==> config.mk <==
export PLATFORM = sky130hd
export DESIGN_NAME = kbd_scan_ctrl
export DESIGN_NICKNAME = d
export VERILOG_FILES = /design/src/rtl/kbd_scan_ctrl.sv
export SDC_FILE = /design/constraint.sdc
export NUM_CORES = 1
export LEC_CHECK = 0
export ABC_AREA = 0
export ABC_CLOCK_PERIOD_IN_PS = 2300
export BUFFER_PORTS_ARGS = -buffer_cell sky130_fd_sc_hd__buf_2
export CAP_MARGIN = 20
export CORE_ASPECT_RATIO = 0.8
export CORE_UTILIZATION = 25
export CTS_CLUSTER_DIAMETER = 30
export DETAILED_ROUTE_END_ITERATION = 12
export SLEW_MARGIN = 40
export SYNTH_ARGS = -nofsm -noshare
export SYNTH_HDL_FRONTEND = slang
export SYNTH_SLANG_ARGS = --single-unit
==> constraint.sdc <==
create_clock -name clk -period 2.3 [get_ports clk]
set_input_delay 0.345 -clock clk [delete_from_list [all_inputs] [get_ports clk]]
set_output_delay 0.345 -clock clk [all_outputs]
set_load 0.005 [all_outputs]
==> src/rtl/kbd_scan_ctrl.sv <==
`default_nettype none
// +----------------------------------------------------------------------------+
// | kbd_scan_ctrl: drains PS/2 Set-2 bytes, assembles key events into a FIFO,   |
// | tracks shift/ctrl/caps. Optional macro: KBD_TYPEMATIC_FILTER_EN.           |
// | Revision: 1.0                                                              |
// +----------------------------------------------------------------------------+
module kbd_scan_ctrl #(
  parameter int FIFO_DEPTH = 4
) (
  input  logic       clk,
  input  logic       clr,
  input  logic       ready,
  input  logic [7:0] data,
  input  logic       overflow,
  output logic       nextdata_n,
  output logic       ev_valid,
  output logic [7:0] ev_code,
  output logic       ev_ext,
  output logic       ev_brk,
  input  logic       ev_ack,
  output logic       shift,
  output logic       ctrl,
  output logic       caps,
  output logic [1:0] err,
  input  logic       err_clr
);

  localparam int AW = $clog2(FIFO_DEPTH);

  typedef enum logic [1:0] {
    IDLE = 2'd0,
    POP  = 2'd1,
    WAIT = 2'd2
  } state_t;

  state_t      state;
  logic [7:0]  byte_r;
  logic        ext_p;
  logic        brk_p;
  logic        lshift;
  logic        rshift;
  logic        caps_h;
  logic [AW:0] wr_ptr;
  logic [AW:0] rd_ptr;
  logic [9:0]  mem [FIFO_DEPTH];
  logic [9:0]  head;

  logic full;
  logic push;
  logic perr;
  logic clr_flags;
  logic set_ext;
  logic set_brk;
  logic dup;
  logic ack;

`ifdef KBD_TYPEMATIC_FILTER_EN
  logic [7:0] last_code;
  logic       last_ext;
  logic       last_vld;
  assign dup = !brk_p && last_vld && (last_code == byte_r) && (last_ext == ext_p);
`else
  assign dup = 1'b0;
`endif

  assign full     = (wr_ptr[AW] != rd_ptr[AW]) && (wr_ptr[AW-1:0] == rd_ptr[AW-1:0]);
  assign ev_valid = (wr_ptr != rd_ptr);
  assign ack      = ev_ack && ev_valid;
  assign head     = mem[rd_ptr[AW-1:0]];
  assign ev_code  = ev_valid ? head[7:0] : 8'h00;
  assign ev_brk   = ev_valid & head[8];
  assign ev_ext   = ev_valid & head[9];
  assign shift    = lshift | rshift;

  always_comb begin
    push      = 1'b0;
    perr      = 1'b0;
    clr_flags = 1'b0;
    set_ext   = 1'b0;
    set_brk   = 1'b0;
    if (state == POP) begin
      case (byte_r)
        8'hE0: set_ext = 1'b1;
        8'hF0: begin
          if (brk_p) begin
            perr      = 1'b1;
            clr_flags = 1'b1;
          end else begin
            set_brk = 1'b1;
          end
        end
        8'h00, 8'hFF: begin
          perr      = 1'b1;
          clr_flags = 1'b1;
        end
        // Keyboard controller responses carry no key information.
        8'hAA, 8'hFA, 8'hEE, 8'hFE: begin
        end
        default: begin
          clr_flags = 1'b1;
          push      = !dup;
        end
      endcase
    end
  end

  always_ff @(posedge clk) begin
    if (push) begin
      mem[wr_ptr[AW-1:0]] <= {ext_p, brk_p, byte_r};
    end
  end

  always_ff @(posedge clk or posedge clr) begin
    if (clr) begin
      state      <= IDLE;
      byte_r     <= 8'h00;
      nextdata_n <= 1'b1;
      ext_p      <= 1'b0;
      brk_p      <= 1'b0;
      lshift     <= 1'b0;
      rshift     <= 1'b0;
      ctrl       <= 1'b0;
      caps       <= 1'b0;
      caps_h     <= 1'b0;
      wr_ptr     <= '0;
      rd_ptr     <= '0;
      err        <= 2'b00;
`ifdef KBD_TYPEMATIC_FILTER_EN
      last_code  <= 8'h00;
      last_ext   <= 1'b0;
      last_vld   <= 1'b0;
`endif
    end else begin
      case (state)
        IDLE: begin
          if (ready && !full) begin
            byte_r     <= data;
            nextdata_n <= 1'b0;
            state      <= POP;
          end
        end
        POP: begin
          nextdata_n <= 1'b1;
          state      <= WAIT;
        end
        WAIT: state <= IDLE;
        default: begin
          nextdata_n <= 1'b1;
          state      <= IDLE;
        end
      endcase

      if (clr_flags) begin
        ext_p <= 1'b0;
        brk_p <= 1'b0;
      end else begin
        if (set_ext) ext_p <= 1'b1;
        if (set_brk) brk_p <= 1'b1;
      end

      if (push) begin
        wr_ptr <= wr_ptr + (AW+1)'(1);
        if (!ext_p && byte_r == 8'h12) lshift <= !brk_p;
        if (!ext_p && byte_r == 8'h59) rshift <= !brk_p;
        if (byte_r == 8'h14) ctrl <= !brk_p;
        // Caps toggles once per physical press; repeats see caps_h already set.
        if (byte_r == 8'h58) begin
          if (brk_p) begin
            caps_h <= 1'b0;
          end else if (!caps_h) begin
            caps   <= ~caps;
            caps_h <= 1'b1;
          end
        end
`ifdef KBD_TYPEMATIC_FILTER_EN
        if (!brk_p) begin
          last_code <= byte_r;
          last_ext  <= ext_p;
          last_vld  <= 1'b1;
        end else if (last_code == byte_r && last_ext == ext_p) begin
          last_vld <= 1'b0;
        end
`endif
      end

      if (ack) rd_ptr <= rd_ptr + (AW+1)'(1);

      err[0] <= (err[0] & ~err_clr) | overflow;
      err[1] <= (err[1] & ~err_clr) | perr;
    end
  end

endmodule
`default_nettype wire

==> impl_metrics.csv <==
group,metric,value,unit
run_status,outcome,"finished clean",
timing,fmax,455,MHz
routing,drtAntennaViolNets,0,
clocking,ctsResizeCount,0,
global_routing,antenna_found_initial,0,
placement,place_inst,360,
pwr,p_int,3.39,mW
clocking,clk_path_buf_depth,2,
yosys,synth_cell_type_count,42,
floorplanning,ios,31,
pwr,combPwrFrac,33.1,%
pwr,peakVddDrop,0.648,mV
worst_setup_path,cp_max_fo,10,
worst_hold_path,hold_class,"in -> async",
timing,fin_crit_sh,95.5,%
placement,place_congestion,0.804,
pwr,swShare,31.7,%
timing,final.min_clock_period,2.20,ns
timing,worst_pin_slew,0.589,ns
routing,routedWlPerCell,14.8,µm
floorplanning,fp-row-count,34,
routing,wl,5.57,mm
routing,vias_per_cell,4.43,
yosys,synth_edf_count,40,
routing,firstDrtPassIters,4,
placement,placed_area,3210,µm²
clocking,cts.sinks,66,
timing,rsz0062_at_grt,"no",
floorplanning,fp.dieArea,11800,µm²
routing,drt-initial-drc-count,89,
worst_setup_path,rrSetupSlack,0.14,ns
worst_setup_path,worst_r2r_endpoint,"mem[0][3]",
worst_setup_path,end_kind,"output pin",
timing,hold_viol,0,
yosys,ys.flop_type,"edfxtp_1",
yosys,synth_area,2840,µm²
routing,drc,0,
worst_setup_path,r2r_cells,4,
worst_setup_path,path_class,"reg -> out",
cells_and_area,mostFrequentLayoutCells,"edfxtp_1, buf_2, dfrtp_1, buf_4",
timing,finalSetupTns,0,ns
pwr,clkPwrFrac,27.6,%
worst_setup_path,crit_family,"multiplexers",
pwr,leakagePower,1.36,nW
global_routing,first_global_vias,1635,
global_routing,grt_overflow_total,0,
timing,slew_viol_final,0,
cells_and_area,fill_cells,1103,
worst_setup_path,cpPeakStageDelay,0.54,ns
worst_setup_path,path_cells,"buf_4, mux4_2, nor2b_1, buf_2",
cells_and_area,final_common_cell,"edfxtp_1",
yosys,ys_seq_elements,66,
yosys,avgSynthCellArea,15.6,µm²
worst_setup_path,start_kind,"register",
clocking,cts_buffers,9,
clocking,clkSlewWorstSetupHoldPaths,0.05,ns
cells_and_area,final_area,3520,µm²
clocking,cts_setup_buffers,0,
cells_and_area,drive_gt1_share,37.5,%
floorplanning,coreArea,11000,µm²
clocking,cts_tree,"yes",
global_routing,grt_usage,10.4,%
worst_setup_path,regToRegStartpoint,"byte_r[1]",
clocking,worstSkewPairLatency,0.33,ns
cells_and_area,nets,246,
timing,finClkSkew,0.00394,ns
yosys,ys_seq_area_share,65.2,%
yosys,syn-num-nets,201,
cells_and_area,diodes,0,
yosys,ys_top_cells_by_area,"edfxtp_1, dfrtp_1, mux4_2, mux2_2, ha_1",
floorplanning,start_util,25.9,%
pwr,powerDensity,1410,nW/µm²
worst_setup_path,worstPathRequired,1.96,ns
yosys,yosysTopAreaCellShare,42.3,%
pwr,power.share.sequential,39.3,%
yosys,yosysWarnings,0,
routing,dr_total_vias,1664,
flow_run,maxCapViolCount,0,
clocking,cts.root.buffer_cell,"clkbuf_16",
timing,worst_slack,0.104,ns
yosys,synth-async-reset-ratio,39.4,%
clocking,cts-hold-fix-buffers,0,
yosys,synth_cells,182,
timing,holdWs,0.0658,ns
pwr,switchingPower,1.58,mW
floorplanning,die-height,97.4,µm
placement,dp_slack,0.144,ns
floorplanning,die_w,121,µm
yosys,netlist.top_cell.by_area,"edfxtp_1",
global_routing,grt_max_degree,27,
placement,portBuffers,30,
global_routing,grt_pass1_wl,8.96,mm
worst_setup_path,path_buf_inv,2,
placement,dp_hpwl,3.98,mm
timing,setup_viol_count_final,0,
worst_setup_path,crit_slowest_cell,"mux4_2",
worst_setup_path,worst_ep_arrival_time,1.85,ns
clocking,htree_levels,3,
timing,maxSlewHeadroom,60.7,%
cells_and_area,final_cells,376,
cells_and_area,syn2layout_area_growth,23.7,%
[cells in the mapped netlist (3+ instances only)]
cell type and instances:
mux4_2 10, xnor2_1 3, edfxtp_1 40, nand3_1 7, xor2_1 6, dfrtp_1 25
nor2b_1 10, inv_1 7, nand4_1 3, mux2_2 9, ha_1 5, and2_2 3
nand2_1 4, o21ai_0 3, nor2_1 8, buf_2 3, o31ai_1 3
[stage by stage]
stage	utilization, %	power [mW]
5_1_grt	32.0	5.27
4_1_cts	32.0	5.04
2_1_floorplan	-	3.00
3_5_place_dp	29.3	3.65
3_3_place_gp	29.3	3.60
6_report	32.0	4.97
[cells by family after synthesis]
group / after synthesis / share of synthesized area, %
flops: 66 / 65.2
simple gates: 50 / 10.4
mux: 21 / 12.3
compound gates: 17 / 4.62
buf+inv: 14 / 2.51
xor+xnor: 9 / 2.77
fa+ha+maj: 5 / 2.20
[registers in the layout, summed over array words and instances (netlist names)]
register / cells
brk_p: 1
byte_r: 8
caps: 1
caps_h: 1
ctrl: 1
err: 2
ext_p: 1
lshift: 1
mem: 40
nextdata_n: 1
rd_ptr: 3
rshift: 1
state: 2
wr_ptr: 3
[final cells by class]
class / count / area, µm² / area share [%]
flip-flops and latches: 66 / 1850 / 52.7
multi-input cells: 102 / 918 / 26.1
clock buffers: 12 / 256 / 7.29
repair buffers: 41 / 233 / 6.62
well taps: 144 / 180 / 5.12
clock inverters: 4 / 50.0 / 1.42
inverters: 7 / 26.3 / 0.747
[metal layers]
| layer | GRT usage [%] | part of all wire [%] | vias to the layer above |
|---|---|---|---|
| met5 | 0 | 0 | - |
| met4 | 3.89 | 1.2 | 0 |
| met3 | 4.17 | 5.1 | 8 |
| met2 | 14.5 | 43 | 46 |
| met1 | 14.2 | 51 | 833 |
| li1 | - | - | 777 |
[power groups by stage]
| stage | sequential, mW | combinational, mW | clock (mW) |
|---|---|---|---|
| global route | 1.99 | 1.82 | 1.46 |
| detailed placement | 1.97 | 1.68 | 0 |
| finish | 1.95 | 1.64 | 1.37 |
| global placement | 1.96 | 1.64 | 0 |
| floorplan | 1.89 | 1.11 | 0 |
| CTS | 1.95 | 1.69 | 1.40 |
[worst max-delay path by stage]
stage	start	endpoint	slack (ns)	depth (start not counted)
2_1_floorplan	byte_r[1]	mem[0][0]	0.33	5
3_3_place_gp	byte_r[2]	mem[2][8]	0.20	4
3_5_place_dp	byte_r[1]	mem[0][7]	0.14	4
4_1_cts	rd_ptr[0]	ev_code[4]	0.06	4
5_1_grt	rd_ptr[0]	ev_code[2]	0.01	4
6_report	rd_ptr[0]	ev_code[4]	0.10	4
[worst min-delay path, cell delays in order]
cell and delay (ns):
buf_2 0.09, inv_1 0.04, buf_4 0.32
(Power assumes the default switching activity.)
